==> src/rtl/psg_audio_pkg.sv <==
// Shared widths, the stereo/mono mix helper and the output saturator
// for the PSG audio path.
package psg_audio_pkg;

  localparam int SAMPLE_W    = 16;
  localparam int MIX_W       = 10;
  localparam int SCALE_SHIFT = 5;
  localparam int Y_W         = 18;
  localparam int X_W         = SAMPLE_W + 1;

  localparam logic signed [Y_W-1:0] SAT_HI = Y_W'(2**(SAMPLE_W-1) - 1);
  localparam logic signed [Y_W-1:0] SAT_LO = ~SAT_HI;

  typedef struct packed {
    logic [MIX_W-1:0] l;
    logic [MIX_W-1:0] r;
  } mix_pair_t;

  // Stereo places A hard left and C hard right with B shared in the centre.
  function automatic mix_pair_t mix_levels(input logic [7:0] a,
                                           input logic [7:0] b,
                                           input logic [7:0] c,
                                           input logic       stereo,
                                           input logic       mute);
    mix_pair_t m;
    m.l = '0;
    m.r = '0;
    if (!mute) begin
      if (stereo) begin
        m.l = (MIX_W'(a) << 1) + MIX_W'(b);
        m.r = (MIX_W'(c) << 1) + MIX_W'(b);
      end else begin
        m.l = MIX_W'(a) + MIX_W'(b) + MIX_W'(c);
        m.r = m.l;
      end
    end
    return m;
  endfunction

  function automatic logic signed [SAMPLE_W-1:0] sat_sample(input logic signed [Y_W-1:0] v);
    if (v > SAT_HI)      return SAMPLE_W'(SAT_HI);
    else if (v < SAT_LO) return SAMPLE_W'(SAT_LO);
    else                 return SAMPLE_W'(v);
  endfunction

endpackage

==> src/rtl/dc_block_hpf.sv <==
// One-pole DC blocker, y = x - x_prev + y_prev - (y_prev >>> K), stepped once per load.
// Filter state advances in bypass too, so toggling bypass never glitches.
module dc_block_hpf
  import psg_audio_pkg::*;
#(
  parameter int K = 8
) (
  input  logic                       CLK,
  input  logic                       RESET,
  input  logic                       load,
  input  logic signed [X_W-1:0]      x,
  input  logic                       bypass,
  output logic signed [SAMPLE_W-1:0] y_out
);

  logic signed [X_W-1:0] x_prev;
  logic signed [Y_W-1:0] y_prev;
  logic signed [Y_W-1:0] x_ext;
  logic signed [Y_W-1:0] xp_ext;
  logic signed [Y_W-1:0] y_next;

  // NOTE: each always_comb output gets a value on every path, so no latch can be inferred.
  always_comb begin
    x_ext  = {{(Y_W-X_W){x[X_W-1]}}, x};
    xp_ext = {{(Y_W-X_W){x_prev[X_W-1]}}, x_prev};
    y_next = x_ext - xp_ext + y_prev - (y_prev >>> K);
  end

  always_ff @(posedge CLK) begin
    if (RESET) begin
      x_prev <= '0;
      y_prev <= '0;
      y_out  <= '0;
    end else if (load) begin
      x_prev <= x;
      y_prev <= y_next;
      y_out  <= bypass ? SAMPLE_W'(x) : sat_sample(y_next);
    end
  end

endmodule

==> src/rtl/psg_sample_mixer.sv <==
// PSG channel mixer: per-CE mono/stereo mix, box-car decimation by 2^DECIM_LOG2 ticks,
// DC blocking, and signed 16-bit L/R samples with a one-cycle valid strobe.
module psg_sample_mixer
  import psg_audio_pkg::*;
#(
  parameter int DECIM_LOG2 = 5,  // legal 2..8; keeps windows longer than the pipeline
  parameter int HPF_SHIFT  = 8
) (
  input  logic                CLK,
  input  logic                RESET,
  input  logic                CE,
  input  logic [7:0]          CH_A,
  input  logic [7:0]          CH_B,
  input  logic [7:0]          CH_C,
  input  logic                STEREO,
  input  logic                MUTE,
  input  logic                DC_BYPASS,
  output logic [SAMPLE_W-1:0] SAMPLE_L,
  output logic [SAMPLE_W-1:0] SAMPLE_R,
  output logic                SAMPLE_VALID
);

  localparam int ACC_W = MIX_W + DECIM_LOG2;

  mix_pair_t             mix;
  logic [DECIM_LOG2-1:0] tick_cnt;
  logic [ACC_W-1:0]      acc_l, acc_r;
  logic [ACC_W-1:0]      sum_l, sum_r;
  logic [ACC_W-1:0]      win_l, win_r;
  logic                  win_vld;
  logic [MIX_W-1:0]      avg_l, avg_r;
  logic                  avg_vld;
  logic signed [X_W-1:0] x_l, x_r;

  always_comb begin
    mix   = mix_levels(CH_A, CH_B, CH_C, STEREO, MUTE);
    sum_l = acc_l + ACC_W'(mix.l);
    sum_r = acc_r + ACC_W'(mix.r);
  end

  // The closing tick's own mix goes into the window total while the
  // accumulators restart at zero, so every tick lands in exactly one window.
  // NOTE: sequential state uses non-blocking assignments so every register samples pre-edge values.
  always_ff @(posedge CLK) begin
    if (RESET) begin
      tick_cnt <= '0;
      acc_l    <= '0;
      acc_r    <= '0;
      win_l    <= '0;
      win_r    <= '0;
      win_vld  <= 1'b0;
    end else begin
      win_vld <= 1'b0;
      if (CE) begin
        tick_cnt <= tick_cnt + DECIM_LOG2'(1);
        if (&tick_cnt) begin
          win_l   <= sum_l;
          win_r   <= sum_r;
          acc_l   <= '0;
          acc_r   <= '0;
          win_vld <= 1'b1;
        end else begin
          acc_l <= sum_l;
          acc_r <= sum_r;
        end
      end
    end
  end

  // Pipeline is CLK-timed so an in-flight sample completes even with CE low.
  always_ff @(posedge CLK) begin
    if (RESET) begin
      avg_l        <= '0;
      avg_r        <= '0;
      avg_vld      <= 1'b0;
      SAMPLE_VALID <= 1'b0;
    end else begin
      avg_vld      <= win_vld;
      SAMPLE_VALID <= avg_vld;
      if (win_vld) begin
        avg_l <= MIX_W'(win_l >> DECIM_LOG2);
        avg_r <= MIX_W'(win_r >> DECIM_LOG2);
      end
    end
  end

  assign x_l = X_W'(avg_l) << SCALE_SHIFT;
  assign x_r = X_W'(avg_r) << SCALE_SHIFT;

  dc_block_hpf #(.K(HPF_SHIFT)) u_hpf_l (
    .CLK    (CLK),
    .RESET  (RESET),
    .load   (avg_vld),
    .x      (x_l),
    .bypass (DC_BYPASS),
    .y_out  (SAMPLE_L)
  );

  dc_block_hpf #(.K(HPF_SHIFT)) u_hpf_r (
    .CLK    (CLK),
    .RESET  (RESET),
    .load   (avg_vld),
    .x      (x_r),
    .bypass (DC_BYPASS),
    .y_out  (SAMPLE_R)
  );

endmodule

==> config.mk <==
export PLATFORM = sky130hd
export DESIGN_NAME = psg_sample_mixer
export DESIGN_NICKNAME = d
export VERILOG_FILES = /design/src/rtl/psg_audio_pkg.sv /design/src/rtl/dc_block_hpf.sv /design/src/rtl/psg_sample_mixer.sv
export SDC_FILE = /design/constraint.sdc
export NUM_CORES = 1
export LEC_CHECK = 0
export CORE_AREA = 2 2 154 156
export DETAILED_ROUTE_END_ITERATION = 10
export DIE_AREA = 0 0 156 158
export PLACE_DENSITY_LB_ADDON = 0.25
export SLEW_MARGIN = 5
export SYNTH_ARGS = -nofsm -noshare
export SYNTH_HDL_FRONTEND = slang
export SYNTH_SLANG_ARGS = --single-unit
==> constraint.sdc <==
create_clock -name CLK -period 7.33 [get_ports CLK]
set_input_delay 0.733 -clock CLK [delete_from_list [all_inputs] [get_ports CLK]]
set_output_delay 0.733 -clock CLK [all_outputs]
set_load 0.05 [all_outputs]
# Yosys cells after proc, flatten, opt, wreduce, memory -nomap -nowiden
# Cells that the tools add are included.
dict set report totals {
  in_bits 30
  output_inout_bits 33
  wordCells 48
  register_bits 176
}
dict set report op_classes {
  muxes 11
  n_bitwise 1
  order_cmp 4
  addsub 13
  reduce_logical 3
}
# cell n
set ops {}
lappend ops {{16-bit two-way mux} 6}
lappend ops {{20-bit two-way mux} 2}
lappend ops {{16-bit by 18-bit adder with 18-bit output} 2}
lappend ops {{18-bit by 16-bit greater-than comparator with 1-bit output, second input constant} 2}
lappend ops {{18-bit by 16-bit < comparator with 1-bit output, second input constant} 2}
lappend ops {{18-bit by 10-bit subtractor with 18-bit output} 2}
lappend ops {{15-bit by 15-bit subtractor with 16-bit output} 2}
lappend ops {{15-bit by 10-bit adder with 15-bit output} 2}
lappend ops {{9-bit by 8-bit adder with 10-bit output} 3}
lappend ops {{15-bit two-way mux} 2}
lappend ops {{8-bit by 8-bit adder with 9-bit output} 1}
lappend ops {{6-bit AND reduction} 1}
lappend ops {{5-bit by 1-bit adder with 5-bit output, second input constant} 1}
lappend ops {{5-bit AND reduction} 1}
lappend ops {{2-bit OR reduction} 1}
lappend ops {{1-bit two-way mux} 1}
lappend ops {{1-bit NOT} 1}

# Longest topological paths before layout
# Gate-level depths: netlist (run 1).
dict set report depth {
  word_depth 7
  mapped_depth 23
  ltp_nobuf 22
}

# By module
# Synthesis (run 1) repeated with hierarchy kept, for this count alone.
dict set report hier_totals {
  hier_cells 1467
  area_unflattened_um2 12826.1
}
# mod cells_each n_inst area_per_inst_um2 seq_area_each_um2
set modules_own_cells {}
lappend modules_own_cells {psg_sample_mixer 624 1 5257.5 1561.5}
lappend modules_own_cells {{dc_block_hpf (u_hpf_l)} 413 1 3816.2 1021.0}
lappend modules_own_cells {{dc_block_hpf (u_hpf_r)} 430 1 3752.3 1021.0}

# Worst setup path before layout (run 1)
# Ideal clock, no wire load.
dict set report synth_timing {
  path_kind {reg-to-reg}
  startpoint {reg avg_r[1]}
  endpoint {reg u_hpf_r.y_out[10]}
  arrival_time_ns 4.509
  stages_incl_launch_ff 21
  required_time_ns 7.211
  setup_time_ns 0.119
  path_slack_ns 2.702
  path_buffers 1
  period_less_slack_ns 4.628
  path_cell_list {dfxtp_1 -> ha_1 -> nor2b_1 -> o21ai_0 -> a21boi_0 -> o21ai_1 -> a21oi_1 -> o21ai_0 -> or4b_1 -> o311ai_0 -> fa_1 -> ha_1 -> a21o_1 -> a21o_1 -> a21oi_1 -> mux2_2 -> nor3_4 -> o21ai_2 -> buf_2 -> a21oi_1 -> o21ai_1}
}
dict set report synth_via {
  elab_chain_len 7
  word_cells_on_any_way 8
}
# item line
set synth_lines {}
lappend synth_lines {{start, declared} psg_sample_mixer.sv:31} ;# logic [MIX_W-1:0] avg_l, avg_r;
lappend synth_lines {{start signal, assigned} psg_sample_mixer.sv:82} ;# avg_r <= MIX_W'(win_r >> DECIM_LOG2);
lappend synth_lines {{15-bit by 15-bit subtractor with 16-bit output *} dc_block_hpf.sv:26} ;# y_next = x_ext - xp_ext + y_prev - (y_prev >>> K);
lappend synth_lines {{16-bit by 18-bit adder with 18-bit output *} dc_block_hpf.sv:26}
lappend synth_lines {{18-bit by 10-bit subtractor with 18-bit output *} dc_block_hpf.sv:26}
lappend synth_lines {{18-bit by 16-bit < comparator with 1-bit output} psg_audio_pkg.sv:42} ;# else if (v < SAT_LO) return SAMPLE_W'(SAT_LO);
lappend synth_lines {{16-bit two-way mux} psg_audio_pkg.sv:42}
lappend synth_lines {{16-bit two-way mux *} psg_audio_pkg.sv:41} ;# if (v > SAT_HI) return SAMPLE_W'(SAT_HI);
lappend synth_lines {{16-bit two-way mux *} dc_block_hpf.sv:37} ;# y_out <= bypass ? SAMPLE_W'(x) : sat_sample(y_next);
lappend synth_lines {{end signal, assigned} dc_block_hpf.sv:37}
lappend synth_lines {{end, declared} dc_block_hpf.sv:13} ;# output logic signed [SAMPLE_W-1:0] y_out
# Every way passes the cells marked *; elsewhere a longest branch is shown, timed or not.
# A chain may end at the register's enable or synchronous reset.

# Worst setup path after layout (run 1)
dict set report layout_timing {
  startpoint {reg avg_l[0]}
  endpoint {reg u_hpf_l.y_out[3]}
}
dict set report layout_via {
  elab_chain_len 7
  word_cells_on_any_way 8
}
# item line
set layout_lines {}
lappend layout_lines {{start, declared} psg_sample_mixer.sv:31}
lappend layout_lines {{start signal, assigned} psg_sample_mixer.sv:81} ;# avg_l <= MIX_W'(win_l >> DECIM_LOG2);
lappend layout_lines {{15-bit by 15-bit subtractor with 16-bit output *} dc_block_hpf.sv:26}
lappend layout_lines {{16-bit by 18-bit adder with 18-bit output *} dc_block_hpf.sv:26}
lappend layout_lines {{18-bit by 10-bit subtractor with 18-bit output *} dc_block_hpf.sv:26}
lappend layout_lines {{18-bit by 16-bit < comparator with 1-bit output} psg_audio_pkg.sv:42}
lappend layout_lines {{16-bit two-way mux} psg_audio_pkg.sv:42}
lappend layout_lines {{16-bit two-way mux *} psg_audio_pkg.sv:41}
lappend layout_lines {{16-bit two-way mux *} dc_block_hpf.sv:37}
lappend layout_lines {{end signal, assigned} dc_block_hpf.sv:37}
lappend layout_lines {{end, declared} dc_block_hpf.sv:13}
# Marks and branches as above.

==> qor.csv, run 1 <==
stage,metric,value,unit
status,run_status,finished clean,
sta,setup_slack,1856,ps
synth,synth_nets,1506,
sta,max_freq,182.7,MHz
floorplanning,fp.dieH,158,µm
place,portBuffers,62,
drt,drt_iter0_markers,423,
clock_tree,htreeDepth,4,
worst_setup_path,regToRegEndpoint,u_hpf_l.y_out[3]$_SDFFE_PP0P_,
place,dp_hpwl,18510,µm
cells_and_area,finalInstanceArea,12740,µm²
cells_and_area,nNetsFinal,1536,
power,peakVddDrop,0.1622,mV
power,leakage,5.031,nW
worst_setup_path,setup.worst_path.end,u_hpf_l.y_out[3]$_SDFFE_PP0P_,
worst_setup_path,cp_data_required_time,7690,ps
clock_tree,clk_path_buf_depth,2,
clock_tree,clk_pin_slew_worst_paths,70,ps
global_routing,grt_overflow,0,
floorplanning,start_util,49.31,%
clock_tree,post_cts_buffers,0,
sta,holdWs,445.6,ps
worst_setup_path,rr_worst_depth,21,
worst_setup_path,crit_buf_inv,2,
worst_setup_path,crit_type,register to register,
place,placed_area,12180,µm²
clock_tree,clk_latency,430,ps
worst_setup_path,crit_family,compound AO/OA/AOI/OAI gates,
cells_and_area,drive_above_1_share,4.230,%
synth,synth.avg_cell_area,8.560,µm²
place,place_congestion,0.8674,
drt,wl_per_cell,15.03,µm
sta,drv_slew,0,
place,dp_cells,1629,
synth,synth-edff-count,0,
cells_and_area,insertedDiodeCount,0,
drt,drtPass1Iterations,5,
place,dp_slack,1894,ps
sta,relSlewSlack,21.26,%
synth,syn_inst,1328,
synth,synth-seq-cells,166,
synth,seq_area_frac_synth,29.24,%
cells_and_area,stdcell_count,1661,
global_routing,antenna_found_initial,0,
cells_and_area,finish.utilization,55.26,%
global_routing,grt_max_degree,108,
worst_setup_path,cp.depth,21,
sta,setup_violations,0,
drt,route.detailed.drc,0,
drt,wl_met3,843,µm
worst_setup_path,crit_path_top_delay_cell,o211ai_1,
clock_tree,tritoncts,done,
global_routing,grt_usage,20.86,%
worst_setup_path,critPathLaunch,avg_l[0]$_SDFFE_PP0P_,
cells_and_area,area_growth_syn_to_layout,12.06,%
sta,finalCritPeriodShare,74.68,%
floorplanning,fp-row-count,56,
sta,tns,0,ps
cells_and_area,fillCellCount,2124,
global_routing,grt_pass1_vias,8727,
clock_tree,numCtsBuffers,17,
synth,ys_types,65,
drt,post_drt_via_cell_ratio,5.535,
clock_tree,cts.sinks,166,
synth,synth_top_area_share,29.24,%
floorplanning,dieArea,24650,µm²
drt,wl,24970,µm
clock_tree,root_buffer,clkbuf_16,
worst_setup_path,endpoint_kind,register,
power,powerDensity,164.7,nW/µm²
drt,ant_nets,0,
power,finalPower,2.098,mW
clock_tree,ctsHoldBuffers,0,
synth,synth_area,11370,µm²
worst_setup_path,r2r_setup_slack,1860,ps
sta,finClkSkew,9.011,ps
worst_setup_path,arrival,5840,ps
worst_setup_path,path_cells,"inv_1, ha_1, fa_1, nor2b_1, o21ai_0, a21boi_0, o21ai_0, a21boi_0, o21a_1, nor2_1, o21a_1, fa_1, ha_1, inv_1, nor2_1, a221o_1, nor2_2, xor2_2, o211ai_1, nand2_1, o21ai_1",
drt,drt-met1-wl,11650,µm
synth,synthArstFlopShare,0,%
sta,period_needed,5474,ps
drt,route.met2.wl,11910,µm
sta,rsz0062_at_grt,false,
drt,dr_total_vias,9193,
worst_setup_path,max_stage_delay,940,ps
synth,ys_top_cells_by_area,"dfxtp_1 29%, ha_1 12%, fa_1 7.2%, mux2i_1 6.4%, nor2_1 5.2%",
run,drv_cap,0,
sta,final_hold_viol_count,0,
synth,yosysTopAreaCell,dfxtp_1,
synth,ys_warn_count,0,
worst_setup_path,crit_path_start_kind,register,
synth,ys.flop_type,dfxtp_1,
sta,tightest_slew,1177,ps
min_path,hold_class,register to register,
worst_setup_path,critPathMaxFanout,11,
floorplanning,core,23050,µm²
floorplanning,fp.dieW,156,µm
worst_setup_path,reg2reg_from,avg_l[0]$_SDFFE_PP0P_,
drt,routed.top_layer,met4,
clock_tree,post_cts_resized,0,
floorplanning,boundaryPins,63,
global_routing,grt_pass1_wl,41840,µm
-- metal layers --
metal	up-vias	track usage [%]
met3	37	2.984
met2	163	36.35
met5	-	0
met1	4315	26.54
li1	4678	-
met4	0	7.121
-- worst min-delay path, delay by kind of cell (launching register included) --
kind	cells	cell delay (ps)
DFF	1	310
and+or+nand+nor	1	50
AOI/OAI and AO/OA	1	50
-- area by class of cell --
class	instances	area [µm²]	area share, %
tap	290	362.8	2.848
multi-input combinational	1017	7492	58.82
timing repair buffer	68	663.1	5.206
sequential	166	3327	26.12
clock buffer	20	456.7	3.585
clock inverter	12	106.4	0.8349
inverter	88	330.3	2.593
-- synth_stat cells, drive strengths merged, types with 3 or more instances --
| library cell | count |
|---|---|
| a211o | 3 |
| a211oi | 26 |
| a21boi | 10 |
| a21o | 28 |
| a21oi | 107 |
| a221o | 7 |
| a22oi | 20 |
| a31oi | 10 |
| and2 | 6 |
| and3 | 8 |
| and4 | 3 |
| buf | 15 |
| clkbuf | 42 |
| dfxtp | 166 |
| fa | 41 |
| ha | 107 |
| inv | 87 |
| mux2i | 73 |
| nand2 | 116 |
| nand2b | 8 |
| nand3 | 6 |
| nand3b | 6 |
| nand4 | 3 |
| nor2 | 158 |
| nor2b | 21 |
| nor3 | 14 |
| o211a | 3 |
| o211ai | 11 |
| o21a | 7 |
| o21ai | 83 |
| o21bai | 12 |
| o31a | 3 |
| or2 | 3 |
| or3 | 7 |
| or4b | 3 |
| xnor2 | 51 |
| xor2 | 32 |
-- cells by family after synthesis --
family / Yosys count / synth area share (%)
AO/OA/AOI/OAI: 344 / 19.23
flip-flops: 166 / 29.24
XOR/XNOR: 83 / 6.461
buffers and inverters: 145 / 4.898
multiplexers: 75 / 6.626
AND/OR/NAND/NOR: 367 / 14.55
adder cells (fa/ha/maj): 148 / 19.00
-- placed cells by master, fill, tap and decap left out, drive strengths merged, types with 28 or more instances in the layout --
master,synthesis,layout
nand2,116,116
dfxtp,166,166
mux2i,73,73
a21o,28,28
fa,41,41
xor2,32,32
xnor2,51,51
inv,87,95
nor2,158,158
clkdlybuf4s50,0,61
ha,107,107
o21ai,83,83
a21oi,107,107
-- sequential cells by signal, indices dropped and copies added, names as in the netlist, 5 cells and up --
register,count
u_hpf_l.y_out,16
u_hpf_r.y_out,16
win_l,10
u_hpf_l.x_prev,10
tick_cnt,5
avg_l,10
acc_l,15
u_hpf_r.x_prev,10
u_hpf_l.y_prev,18
win_r,10
acc_r,15
u_hpf_r.y_prev,18
avg_r,10
-- how the worst min path moves through the flow --
stage | depth (start not counted) | slack, ps | startpoint | end
6_report | 2 | 450 | u_hpf_l.y_out[5]$_SDFFE_PP0P_ | u_hpf_l.y_out[5]$_SDFFE_PP0P_
5_1_grt | 2 | 460 | u_hpf_l.y_out[5]$_SDFFE_PP0P_ | u_hpf_l.y_out[5]$_SDFFE_PP0P_
4_1_cts | 2 | 450 | u_hpf_r.y_out[14]$_SDFFE_PP0P_ | u_hpf_r.y_out[14]$_SDFFE_PP0P_
3_5_place_dp | 2 | 440 | u_hpf_r.y_out[14]$_SDFFE_PP0P_ | u_hpf_r.y_out[14]$_SDFFE_PP0P_
3_3_place_gp | 2 | 430 | u_hpf_r.y_out[14]$_SDFFE_PP0P_ | u_hpf_r.y_out[14]$_SDFFE_PP0P_
2_1_floorplan | 2 | 430 | win_l[10]$_SDFFE_PP0P_ | win_l[10]$_SDFFE_PP0P_
-- report_power, final --
group          total [mW]  switching [mW]  internal (mW)  leakage, nW
combinational       0.303           0.171          0.132         3.42
clock               0.870           0.406          0.464        0.274
sequential          0.925         0.00968          0.916         1.34
Power figures use the tool's default switching activity.
==> run 2: changes to the inputs <==
==> constraint.sdc (replaced) <==
create_clock -name CLK -period 5.57 [get_ports CLK]
set_input_delay 0.557 -clock CLK [delete_from_list [all_inputs] [get_ports CLK]]
set_output_delay 0.557 -clock CLK [all_outputs]
set_load 0.05 [all_outputs]
==> run 2 against run 1 <==
  * Flip-flop and latch count unchanged
  * Die area unchanged
  * Non-clock buffer count up 4
  * Sequential power up 32%
  * Fmax up 4.3%
  * Largest cell class unchanged
==> qor.csv, run 2 (synthesis results as in run 1) <==
stage,metric,value,unit,change
drt,wl,24940,µm,-0.15%
clock_tree,tritoncts,done,,
cells_and_area,stdcell_count,1665,,+0.24%
cells_and_area,area_growth_syn_to_layout,12.68,%,
place,dp_slack,223.4,ps,-1670 ps
min_path,hold_start,u_hpf_l.y_out[3]$_SDFFE_PP0P_,,
cells_and_area,nNetsFinal,1540,,+0.26%
clock_tree,cts.sinks,166,,unchanged
cells_and_area,insertedDiodeCount,0,,unchanged
global_routing,grt_max_degree,107,,-0.93%
drt,wl_per_cell,14.98,µm,-0.39%
run,drv_cap,0,,unchanged
drt,drtPass1Iterations,5,,unchanged
place,placed_area,12200,µm²,+0.16%
drt,post_drt_via_cell_ratio,5.479,,-1.0%
place,dp_hpwl,18720,µm,+1.1%
power,leakage,5.067,nW,+0.71%
place,dp_cells,1632,,+0.18%
sta,final_hold_viol_count,0,,unchanged
drt,drt_iter0_markers,420,,-0.71%
floorplanning,fp-row-count,56,,unchanged
global_routing,grt_overflow,0,,unchanged
sta,drv_slew,0,,unchanged
cells_and_area,finish.utilization,55.56,%,+0.30 points
drt,ant_nets,0,,unchanged
drt,dr_total_vias,9122,,-0.77%
sta,period_needed,5249,ps,-225.3 ps
clock_tree,htreeDepth,4,,unchanged
worst_setup_path,path_cells,"inv_1, ha_1, fa_1, nor2b_1, o21ai_0, a21boi_1, o21ai_0, a21boi_1, o21a_1, nor2_1, o21a_1, fa_1, ha_1, inv_1, o21bai_1, a221o_1, nor2_2, xor2_2, a22oi_2, buf_4, or2_1, a221o_1",,
sta,finClkSkew,10.82,ps,+1.805 ps
worst_setup_path,arrival,5570,ps,-270 ps
place,place_congestion,0.8674,,unchanged
worst_setup_path,endpoint_kind,register,,
power,powerDensity,218.4,nW/µm²,+33%
global_routing,antenna_found_initial,0,,unchanged
cells_and_area,fillCellCount,2116,,-0.38%
status,run_status,finished clean,,
floorplanning,core,23050,µm²,unchanged
worst_setup_path,r2r_setup_slack,320,ps,-1530 ps
worst_setup_path,rr_worst_depth,22,,+4.8%
cells_and_area,top_regs,"u_hpf_l.y_prev (18), u_hpf_r.y_prev (18)",,
min_path,min_to,u_hpf_l.y_out[3]$_SDFFE_PP0P_,,
clock_tree,root_buffer,clkbuf_16,,
floorplanning,dieArea,24650,µm²,unchanged
sta,tightest_slew,1172,ps,-5.216 ps
floorplanning,start_util,49.31,%,unchanged
clock_tree,ctsHoldBuffers,0,,unchanged
power,peakVddDrop,0.2173,mV,+34%
power,finalPower,2.798,mW,+33%
sta,finalCritPeriodShare,94.23,%,+20 points
worst_setup_path,crit_type,register to register,,
clock_tree,clk_pin_slew_worst_paths,70,ps,about the same
clock_tree,numCtsBuffers,17,,unchanged
worst_setup_path,cp_data_required_time,5890,ps,-1800 ps
worst_setup_path,crit_path_top_delay_cell,fa_1,,
sta,setup_slack,321.4,ps,-1535 ps
worst_setup_path,crit_path_start_kind,register,,
min_path,hold_class,register to register,,
worst_setup_path,reg2reg_from,avg_l[0]$_SDFFE_PP0P_,,
drt,wl_met3,666,µm,-21%
cells_and_area,layout_common_cells,"165 x dfxtp_1, 156 x nor2_1, 116 x nand2_1",,
global_routing,grt_usage,21.03,%,+0.17 points
sta,setup_violations,0,,unchanged
sta,max_freq,190.5,MHz,+4.3%
worst_setup_path,max_stage_delay,450,ps,-490 ps
sta,relSlewSlack,21.61,%,+0.35 points
cells_and_area,final_common_cell,dfxtp_1,,
worst_setup_path,critPathMaxFanout,8,,-3
drt,drt-met1-wl,11680,µm,+0.25%
clock_tree,clk_path_buf_depth,2,,unchanged
global_routing,grt_pass1_wl,42100,µm,+0.63%
sta,rsz0062_at_grt,true,,
floorplanning,boundaryPins,63,,unchanged
cells_and_area,drive_above_1_share,4.655,%,+0.42 points
place,portBuffers,62,,unchanged
floorplanning,fp.dieH,158,µm,unchanged
worst_setup_path,regToRegEndpoint,u_hpf_l.y_out[13]$_SDFFE_PP0P_,,
global_routing,grt_pass1_vias,9047,,+3.7%
floorplanning,fp.dieW,156,µm,unchanged
cells_and_area,finalInstanceArea,12810,µm²,+0.55%
drt,routed.top_layer,met4,,
clock_tree,clk_latency,440,ps,about the same
drt,route.met2.wl,12120,µm,+1.8%
min_path,hold_depth,2,,unchanged
drt,route.detailed.drc,0,,unchanged
[run 2: changes by cell type in the layout (fill, tap and decap cells not counted), moves of 2 or more]
cell	delta
buf_4	+4
a21boi_0	-2
a21boi_1	+2
inv_6	+2
inv_8	+2
o21ai_2	-2
o21ai_4	+2
[run 2: timing repair]
action,in CTS,in global routing
endpoints found under the setup margin,0,29
buffers inserted,0,1
gates resized for setup,0,6
endpoints found under the hold margin,0,0
[run 2: worst max-delay path by stage]
| stage | from | endpoint | slack [ps] |
|---|---|---|---|
| 6_report | avg_l[0]$_SDFFE_PP0P_ | u_hpf_l.y_out[13]$_SDFFE_PP0P_ | 320 |
| 2_1_floorplan | avg_r[1]$_SDFFE_PP0P_ | u_hpf_r.y_out[10]$_SDFFE_PP0P_ | 940 |
| 5_1_grt | avg_l[0]$_SDFFE_PP0P_ | u_hpf_l.y_out[13]$_SDFFE_PP0P_ | -20 |
| 4_1_cts | avg_l[0]$_SDFFE_PP0P_ | u_hpf_l.y_out[13]$_SDFFE_PP0P_ | 190 |
| 3_5_place_dp | avg_l[0]$_SDFFE_PP0P_ | u_hpf_l.y_out[13]$_SDFFE_PP0P_ | 220 |
| 3_3_place_gp | CH_A[1] | acc_l[14]$_SDFFE_PP0P_ | 350 |
[run 2: cell type report]
type,count,area [µm²],share of cell area (%)
clock buffer,18,439.2,3.429
clock inverter,14,141.4,1.104
inverter,88,330.3,2.579
multi-input combinational,1017,7515,58.67
sequential,166,3327,25.97
tap,290,362.8,2.833
timing repair buffer,72,693.2,5.412
[run 2: metrics by stage]
stage	hold slack, ps	TNS, ps
global placement	436.1	0
global route	474.8	-17.28
detailed placement	443.3	0
finish	450.2	0
CTS	455.0	0
floorplan	431.5	0
[run 2: worst max-delay path: cells and delay by family, from the launching register on]
kind,cells,cell delay [ps]
adders and majority gates,4,1450
xor gates and xnor gates,1,260
and+or+nand+nor,4,570
DFF,1,410
AOI/OAI and AO/OA,10,2030
buffers and inverters,3,430
[run 2: where the power goes]
group / leakage, nW / switching [mW] / internal (mW) / total (mW)
Sequential: 1.34 / 0.0132 / 1.20 / 1.22
Combinational: 3.44 / 0.226 / 0.174 / 0.399
Clock: 0.286 / 0.569 / 0.612 / 1.18
[run 2: layer usage]
metal / global-route usage, % / vias to the layer above
met4: 6.946 / 0
li1: - / 4680
met3: 2.765 / 35
met5: 0 / -
met1: 26.19 / 4282
met2: 37.65 / 125
==> run 3: changes to the inputs <==
--- a/config.mk
+++ b/config.mk
@@ -5,9 +5,9 @@
 export SDC_FILE = /design/constraint.sdc
 export NUM_CORES = 1
 export LEC_CHECK = 0
-export CORE_AREA = 2 2 154 156
+export CORE_AREA = 2 2 161 163
 export DETAILED_ROUTE_END_ITERATION = 10
-export DIE_AREA = 0 0 156 158
+export DIE_AREA = 0 0 163 165
 export PLACE_DENSITY_LB_ADDON = 0.25
 export SLEW_MARGIN = 5
 export SYNTH_ARGS = -nofsm -noshare
==> run 3 against run 2 <==
  * Setup slack better by 71 ps
  * Via count about the same
  * Core utilization down 4.3 points
  * Hold slack better by 1.0 ps
  * Final area up 0.29%
  * Critical endpoint is now u_hpf_r.y_out[7]$_SDFFE_PP0P_
  * Sequential power about the same
  * Clock power down 8%
==> qor.csv, run 3 (synthesis results as in run 1) <==
stage,metric,value,unit,change
clock_tree,cts.sinks,166,,unchanged
drt,ant_nets,0,,unchanged
floorplanning,boundaryPins,63,,unchanged
drt,post_drt_via_cell_ratio,5.342,,-2.5%
cells_and_area,ff_latch_area,3327,µm²,unchanged
worst_setup_path,arrival,5490,ps,-80 ps
floorplanning,fp.dieH,165,µm,+4.4%
sta,finClkSkew,9.666,ps,-1.150 ps
clock_tree,clk_pin_slew_worst_paths,70,ps,about the same
drt,wl,25190,µm,+1.0%
power,powerDensity,210.8,nW/µm²,-3.5%
sta,rsz0062_at_grt,false,,
power,peakVddDrop,0.2158,mV,-0.67%
min_path,hold_class,register to register,,
clock_tree,root_buffer,clkbuf_16,,
drt,drt_iter0_markers,560,,+33%
clock_tree,tritoncts,done,,
run,drv_cap,0,,unchanged
floorplanning,fp.dieW,163,µm,+4.5%
drt,route.detailed.drc,0,,unchanged
global_routing,grt_pass1_vias,8857,,-2.1%
worst_setup_path,endpoint_kind,register,,
floorplanning,fp-row-count,58,,+3.6%
global_routing,grt_pass1_wl,42390,µm,+0.67%
sta,tightest_slew,1219,ps,+47.60 ps
min_path,hold_start,u_hpf_r.y_out[9]$_SDFFE_PP0P_,,
sta,tns,0,ps,unchanged
cells_and_area,layout_common_cells,"165 x dfxtp_1, 156 x nor2_1, 116 x nand2_1",,
worst_setup_path,crit_type,register to register,,
clock_tree,numCtsBuffers,17,,unchanged
cells_and_area,nNetsFinal,1543,,+0.19%
clock_tree,clk_path_buf_depth,2,,unchanged
place,place_congestion,0.8531,,-1.6%
clock_tree,htreeDepth,4,,unchanged
sta,finalCritPeriodShare,92.95,%,-1.3 points
drt,wl_per_cell,14.75,µm,-1.5%
floorplanning,core,25040,µm²,+8.6%
global_routing,grt_usage,19.51,%,-1.5 points
global_routing,grt_overflow,0,,unchanged
cells_and_area,area_growth_syn_to_layout,13.01,%,
worst_setup_path,crit_path_start_kind,register,,
cells_and_area,drive_above_1_share,4.862,%,+0.21 points
sta,max_freq,193.1,MHz,+1.4%
sta,final_hold_viol_count,0,,unchanged
worst_setup_path,critPathMaxFanout,13,,+5
sta,setup_violations,0,,unchanged
power,leakage,5.050,nW,-0.34%
place,dp_hpwl,18860,µm,+0.73%
cells_and_area,final_common_cell,dfxtp_1,,
sta,relSlewSlack,18.42,%,-3.2 points
cells_and_area,fillCellCount,2385,,+13%
place,portBuffers,62,,unchanged
status,run_status,finished clean,,
clock_tree,clk_latency,430,ps,about the same
cells_and_area,finish.utilization,51.31,%,-4.3 points
drt,drtPass1Iterations,5,,unchanged
worst_setup_path,cp_data_required_time,5880,ps,about the same
drt,dr_total_vias,9124,,+0.022%
worst_setup_path,reg2reg_from,avg_r[1]$_SDFFE_PP0P_,,
cells_and_area,top_regs,"u_hpf_l.y_prev (18), u_hpf_r.y_prev (18)",,
sta,period_needed,5177,ps,-71.15 ps
worst_setup_path,critPathLaunch,avg_r[1]$_SDFFE_PP0P_,,
cells_and_area,multi_input_area,7518,µm²,about the same
sta,drv_slew,0,,unchanged
global_routing,grt_max_degree,94,,-12%
floorplanning,dieArea,26900,µm²,+9.1%
clock_tree,ctsHoldBuffers,0,,unchanged
cells_and_area,insertedDiodeCount,0,,unchanged
floorplanning,start_util,45.40,%,-3.9 points
global_routing,antenna_found_initial,0,,unchanged
==> run 3: cell types whose count changed in the layout (fill, tap and decap cells not counted), moves of 2 or more <==
cell	previous run	this run
a21boi_0	6	8
inv_8	5	1
clkinv_2	0	3
clkinvlp_4	1	5
a21boi_1	4	2
buf_4	11	14
clkinv_4	0	2
inv_6	7	2
==> run 3: final cells by class <==
cell class | count | share of cell area, %
inverters | 88 | 2.571
repair buffers | 75 | 5.571
flip-flops and latches | 166 | 25.90
clock buffers | 19 | 3.448
well taps | 330 | 3.214
multi-input cells | 1017 | 58.53
clock inverters | 13 | 0.7695
==> run 3: through the flow <==
stage	hold slack [ps]	power, mW	setup WS [ps]	std cells	cell area, µm²
5_1_grt	470.3	2.845	4.435	1708	12850
4_1_cts	453.5	2.743	79.11	1703	12780
3_5_place_dp	444.4	1.646	204.2	1671	12240
3_3_place_gp	434.7	1.639	279.9	1671	12240
6_report	451.2	2.708	392.6	1708	12850
2_1_floorplan	431.5	1.542	941.7	1328	11370
==> run 3: worst max-delay path, stage by stage (launching register included) <==
cell,delay [ps]
dfxtp_1,450
ha_1,270
nor2b_1,130
o21ai_0,180
a21boi_0,150
o21ai_1,170
a21oi_1,100
o21ai_0,260
or4b_1,460
o311ai_0,140
fa_1,490
ha_1,360
a21o_1,230
a21o_1,220
a21oi_1,220
mux2_2,390
nor3_4,330
o21ai_4,220
a21oi_1,210
o21ai_1,70
==> run 3: what timing repair did <==
action                     4_1_cts  5_1_grt
gates resized for setup          0        6
setup buffers                    0        5
setup endpoints to repair        0       29
==> run 3: report_power, final <==
part           internal (mW)  switching, mW  leakage (nW)
sequential              1.21         0.0128          1.34
combinational          0.174          0.228          3.46
clock                  0.586          0.503         0.254
total                   1.96          0.743          5.05
==> run 3: per-layer routing <==
metal	part of all wire, %	up-vias	GRT usage [%]
met5	0	-	0
met4	2.0	0	5.792
met1	48	4266	24.88
li1	-	4682	-
met3	3.1	36	3.692
met2	47	140	33.55
==> run 3: path summary, 6_finish.rpt <==
| kind | slack (ps) | end | depth (start not counted) |
|---|---|---|---|
| max | 390 | u_hpf_r.y_out[7]$_SDFFE_PP0P_ | 19 |
| max reg2reg | 390 | u_hpf_r.y_out[7]$_SDFFE_PP0P_ | 19 |
| min | 450 | u_hpf_r.y_out[9]$_SDFFE_PP0P_ | 2 |
| min reg2reg | 450 | u_hpf_r.y_out[9]$_SDFFE_PP0P_ | 2 |
